$ cat src/rtl/alu_mult_seq.sv
// alu_mult_seq: shift-add unsigned multiplier that borrows the execute-stage
// ALU as its adder and returns the low 32 bits of a*b.
module alu_mult_seq #(
    parameter bit EARLY_EXIT = 1'b1
) (
    input  logic        CLK,
    input  logic        nRST,
    input  logic        start,
    input  logic [31:0] a,
    input  logic [31:0] b,
    output logic        busy,
    output logic        done,
    output logic [31:0] product,
    output logic        product_zero,
    output logic [31:0] alu_port_a,
    output logic [31:0] alu_port_b,
    output logic [3:0]  alu_op,
    input  logic [31:0] alu_result,
    input  logic        alu_zero
);

    localparam logic [3:0] ALU_ADD = 4'b0101;

    typedef enum logic [1:0] {
        IDLE = 2'b00,
        RUN  = 2'b01,
        DONE = 2'b10
    } state_t;

    state_t      state;
    state_t      next_state;
    logic [31:0] acc;
    logic [31:0] mcand;
    logic [31:0] mplier;
    logic [4:0]  cnt;
    logic        last_iter;

    // State register; reset aborts any multiply in flight.
    always_ff @(posedge CLK) begin
        if (!nRST) begin
            state <= IDLE;
        end else begin
            state <= next_state;
        end
    end

    // Next state, status flags and ALU drive; ALU is quiescent outside RUN.
    always_comb begin
        next_state = state;
        busy       = 1'b0;
        done       = 1'b0;
        alu_op     = ALU_ADD;
        alu_port_a = '0;
        alu_port_b = '0;
        last_iter  = 1'b0;
        unique case (state)
            IDLE: begin
                if (start) begin
                    next_state = (b == '0) ? DONE : RUN;
                end
            end
            RUN: begin
                busy       = 1'b1;
                alu_port_a = acc;
                alu_port_b = mplier[0] ? mcand : '0;
                last_iter  = (cnt == 5'd31) ||
                             (EARLY_EXIT && (mplier[31:1] == '0));
                if (last_iter) begin
                    next_state = DONE;
                end
            end
            DONE: begin
                busy       = 1'b1;
                done       = 1'b1;
                next_state = IDLE;
            end
            default: begin
                next_state = IDLE;
            end
        endcase
    end

    // Shift-add datapath; product is captured on the edge entering DONE
    // so it is already valid while done is high.
    always_ff @(posedge CLK) begin
        if (!nRST) begin
            acc          <= '0;
            mcand        <= '0;
            mplier       <= '0;
            cnt          <= '0;
            product      <= '0;
            product_zero <= 1'b1;
        end else begin
            unique case (state)
                IDLE: begin
                    if (start) begin
                        acc <= '0;
                        cnt <= '0;
                        if (b == '0) begin
                            product      <= '0;
                            product_zero <= 1'b1;
                        end else begin
                            mcand  <= a;
                            mplier <= b;
                        end
                    end
                end
                RUN: begin
                    acc    <= alu_result;
                    mcand  <= {mcand[30:0], 1'b0};
                    mplier <= {1'b0, mplier[31:1]};
                    cnt    <= cnt + 5'd1;
                    if (last_iter) begin
                        product      <= alu_result;
                        product_zero <= alu_zero;
                    end
                end
                default: begin
                end
            endcase
        end
    end

endmodule

$ cat config.mk
export PLATFORM = sky130hd
export DESIGN_NAME = alu_mult_seq
export DESIGN_NICKNAME = d
export VERILOG_FILES = /design/src/rtl/alu_mult_seq.sv
export SDC_FILE = /design/constraint.sdc
export NUM_CORES = 1
export LEC_CHECK = 0
export CELL_PAD_IN_SITES_DETAIL_PLACEMENT = 1
export CELL_PAD_IN_SITES_GLOBAL_PLACEMENT = 1
export CORE_UTILIZATION = 35
export DETAILED_ROUTE_END_ITERATION = 8
export PLACE_DENSITY_LB_ADDON = 0.1
export SLEW_MARGIN = 20
export SYNTH_ARGS = -nofsm -noshare
export SYNTH_HDL_FRONTEND = slang
export SYNTH_SLANG_ARGS = --single-unit
$ cat constraint.sdc
create_clock -name CLK -period 3.9 [get_ports CLK]
set_input_delay 0.78 -clock CLK [delete_from_list [all_inputs] [get_ports CLK]]
set_output_delay 0.78 -clock CLK [all_outputs]
set_load 0.02 [all_outputs]
; ---- Word level (Yosys, flattened, before mapping)
; Cells that the tools add are included.
[word_totals]
register_bits = 136
latch_bits = 0
ramBits = 0
romBits = 0
inputBits = 100
output_inout_bits = 103
mem_count = 0
[classes]
n_addsub = 1
n_mul = 0
n_div = 0
order_cmp = 0
eq_ne = 8
n_shift = 0
muxes = 28
n_bitwise = 0
reduce_logical = 10
[op_table]
columns = operator, count
row1 = $mux 32, 11
row2 = $pmux 32 s2, 4
row3 = $logic_not 32->1, 1
row4 = $logic_not 31->1, 1
row5 = $ne 2x2->1 const B, 5
row6 = $pmux 5 s2, 1
row7 = $mux 1, 6
row8 = $mux 2, 3
row9 = $add 5x1->5 const B, 1
row10 = $eq 5x5->1 const B, 1
row11 = $mux 5, 1
row12 = $pmux 2 s2, 1
row13 = $reduce_and 2->1, 2
row14 = $reduce_and 4->1, 1
row15 = $reduce_and 3->1, 1
row16 = $eq 2x1->1 const B, 1
row17 = $eq 2x2->1 const B, 1
row18 = $logic_not 2->1, 1
row19 = $pmux 1 s2, 1
row20 = $reduce_bool 2->1, 1
row21 = $reduce_or 2->1, 1
row22 = $logic_or 1x1->1, 1

; ---- Logic depth before layout (Yosys ltp)
[logic_depth]
word_depth = 5
ltp_mapped = 10
ltp_nobuf = 7

; ---- Worst setup path before layout
; No wires, ideal clock.
[synth_path]
path_kind = reg-to-output
from = register state[1]
to = output port alu_port_b[25]
arrival_time_ps = 1475
path_slack_ps = 1645
stages_incl_launch_ff = 7
path_buffers = 3
path_cell_list = dfxtp_1 -> inv_1 -> ha_1 -> buf_2 -> buf_1 -> clkbuf_1 -> and3_1
[synth_between]
elab_chain_len = 2
[synth_rtl]
columns = element, line
row1 = "start, declared", 30  ; state_t state;
row2 = "start signal, assigned", 43  ; state <= next_state;
row3 = $eq 2x1->1, 56  ; unique case (state)
row4 = $mux 32, 56
row5 = "end, declared", 16  ; output logic [31:0] alu_port_b,
; No other way between the ends.

; ---- Final worst setup path
[layout_path]
from = register state[1]
to = output port alu_port_b[29]
; Same word-level chain as after synthesis.

==> impl_metrics.py <==
metrics = {
    "logic_synthesis": {
        "ys_warn_count": 0,
        "netlist_top_cells_area": "dfxtp_1 42%, mux2i_1 15%, a211oi_2 9.7%",
        "avgSynthCellArea_um2": 9.38,
        "ys_ff_latch": 136,
        "yosysUniqueCellTypes": 33,
        "syn_area_um2": 6440,
        "synth_edf_count": 0,
        "yosysTopAreaCellShare": 0.422,
        "syn_inst": 687,
        "async_reset_ff_frac": 0,
        "yosys.area.top_type": "dfxtp_1",
        "synthFlopType": "dfxtp_1",
        "ys_seq_area_frac": 0.422,
    },
    "cells_and_area": {
        "n_fill_cell": 2011,
        "area_growth_pct": 42.0,
        "drive_gt1_frac": 0.110,
        "seq_area_um2": 2720,
        "finalNetCount": 954,
        "diodes": 0,
        "multi_input_area_um2": 3410,
    },
    "floorplan": {
        "initial_core_util": 0.358,
        "die_w_um": 138,
        "core_um2": 18000,
        "io-pin-count": 203,
        "die-height_um": 138,
        "dieArea_um2": 19000,
        "num_rows": 49,
    },
    "cts": {
        "cts_root_buf": "clkbuf_16",
        "clk_latency_ns": 0.41,
        "postCtsHoldBufs": 0,
        "clk_pin_slew_worst_paths_ns": 0.06,
        "cts_resized": 0,
        "htree_levels": 4,
        "numCtsBuffers": 17,
        "cts.sinks": 136,
        "postCtsSetupBuffers": 0,
        "cts_tree": "built",
        "clockBufferDepth": 2,
    },
    "grt": {
        "grt_remaining_overflow": 0,
        "grt_pass1_wl_um": 29100,
        "grt_start_max_net_pins": 126,
        "grt_antenna_before_repair": 0,
        "track_usage": 0.198,
        "first_global_vias": 5570,
    },
    "timing": {
        "hold_violations": 0,
        "finalSetupTns_ns": 0,
        "worst_slew_pin_slew_ns": 0.973,
        "fin_skew_ns": 0.00906,
        "worst_hold_slack_ns": 0.461,
        "timing.final.crit_share": 0.811,
        "relSlewSlack": 0.351,
        "layout_min_cycle_time_ns": 3.16,
        "rsz0062_at_grt": "no",
        "setup_viol": 0,
        "maxSlewViolCount": 0,
        "fmax_mhz": 316,
    },
    "critical_path": {
        "cp_top_family": "buffers and inverters",
        "crit_arrival_ns": 2.38,
        "path_cells": "inv_1, ha_4, buf_12, and3_1, clkdlybuf4s50_1",
        "critPathSlowestCell": "clkdlybuf4s50_1",
        "start_kind": "flip-flop",
        "cp-end-kind": "primary output",
        "crit_start": "state[1]",
        "worstPathRequired_ns": 3.12,
        "critical_path_class": "reg -> out",
        "cp_num_buf_inv": 3,
        "max_stage_delay_ns": 0.64,
        "r2r_start": "state[1]",
        "cp_max_fo": 108,
    },
    "detailed_routing": {
        "wirelength_um": 18800,
        "drc": 0,
        "viasPerCell": 5.10,
        "ant_nets": 0,
        "dr.pass1.iters": 5,
        "wl_per_cell_um": 17.2,
        "drt_iter0_markers": 224,
        "vias": 5559,
    },
    "worst_hold_path": {
        "min_path_type": "reg -> reg",
        "hp-start": "product[27]",
    },
    "place": {
        "port_buffers": 198,
        "dpl.hpwl_um": 12800,
        "routabilityCongestion": 0.756,
    },
    "run": {
        "cap_violations": 0,
    },
    "power": {
        "power_density_nw_per_um2": 675,
        "leakage_nw": 3.50,
        "peakVddDrop_mv": 0.439,
    },
    "run_status": {
        "status": "finished clean",
    },
}
-- state kept, by name, summed over array words and instances (netlist names) --
signal and cells:
acc 32, mcand 32, mplier 32, product 32
cnt 5, state 2, product_zero 1
-- final timing paths --
path,slack [ns],to,depth (start not counted)
hold / removal,0.46,product[27],2
hold reg to reg,0.46,product[27],2
setup / recovery,0.74,alu_port_b[29],5
setup reg to reg,0.99,mplier[22],9
-- Yosys cell counts, types with 7 or more instances --
cell type  number
a211oi_2       50
nand2_1        34
clkbuf_1       43
a22oi_1        34
mux2i_1        95
dfxtp_1       136
buf_6           7
a211oi_1       12
nor2_1        104
and3_1         33
and2_1         32
nand3_1        32
nor4_1         14
buf_2          11
-- worst min-delay path, stage by stage, from the launching register on --
cell	delay, ns
dfxtp_1	0.31
nand2_1	0.05
mux2i_1	0.05
-- cell usage in the layout, fill, tap and decap left out, types with 2 or more instances in the layout --
master           synthesis  layout
nand2_1                 34      34
clkdlybuf4s50_1          0     197
clkinv_2                 0       3
and2_1                  32      32
o211ai_1                 2       2
ha_1                     5       4
o21ai_1                  3       3
nor2_1                 104     103
a22oi_1                 34      34
o21ai_0                  2       2
nand2b_1                 2       2
nor4_1                  14      14
clkbuf_1                43       3
bufinv_16                0       4
mux2i_1                 95      95
buf_4                    4       6
conb_1                   2       4
buf_12                   0       2
clkbuf_16                0      17
clkbuf_8                 0       3
a211oi_2                50      50
inv_1                    5       4
xor2_1                   2       2
a21oi_1                  5       5
a211oi_1                12      12
nand3_1                 32      32
nand4_1                  5       5
and3_1                  33      33
dfxtp_1                136     136
nor3_1                   6       6
-- routing by layer --
layer / part of all wire / GRT usage / up-vias / routed length [µm]
met5: 0 / 0 / - / 0
met2: 0.50 / 0.342 / 116 / 9430
met4: 0.0097 / 0.0652 / 0 / 183
met3: 0.039 / 0.0372 / 13 / 740
li1: - / - / 2764 / -
met1: 0.45 / 0.246 / 2666 / 8440
-- power by group --
group	total, mW	internal [mW]	switching, mW
sequential	2.03	1.75	0.280
combinational	2.45	1.02	1.43
clock	1.70	1.12	0.579
total	6.17	3.88	2.29
-- area by class of cell --
cell class	instances	share of cell area
clock buffer	23	0.0522
clock inverter	8	0.0157
timing repair buffer	207	0.228
multi-input combinational	482	0.373
tap	229	0.0313
inverter	5	0.00232
sequential	136	0.298
-- metrics by stage --
stage	util	total power [mW]	area [µm²]	cells	setup slack, ns
2_1_floorplan	-	3.86	6450	689	1.64
4_1_cts	0.506	6.22	9120	1089	0.694
3_5_place_dp	0.472	4.50	8500	1058	0.761
6_report	0.508	6.17	9150	1090	0.738
3_3_place_gp	0.472	4.37	8500	1058	0.880
5_1_grt	0.508	6.56	9150	1090	0.613
-- cell families (layout without fill, tap and decap cells) --
group	Yosys count	after routing	share of synthesized area
DFF	136	136	0.422
adders and majority gates	5	5	0.00971
other	2	4	0.00117
and+or+nand+nor	265	265	0.198
muxes	95	95	0.148
xor gates and xnor gates	2	2	0.00272
AOI/OAI and AO/OA	111	111	0.164
buffers and inverters	71	243	0.0540
No activity file was read; power rests on OpenSTA's default activity.
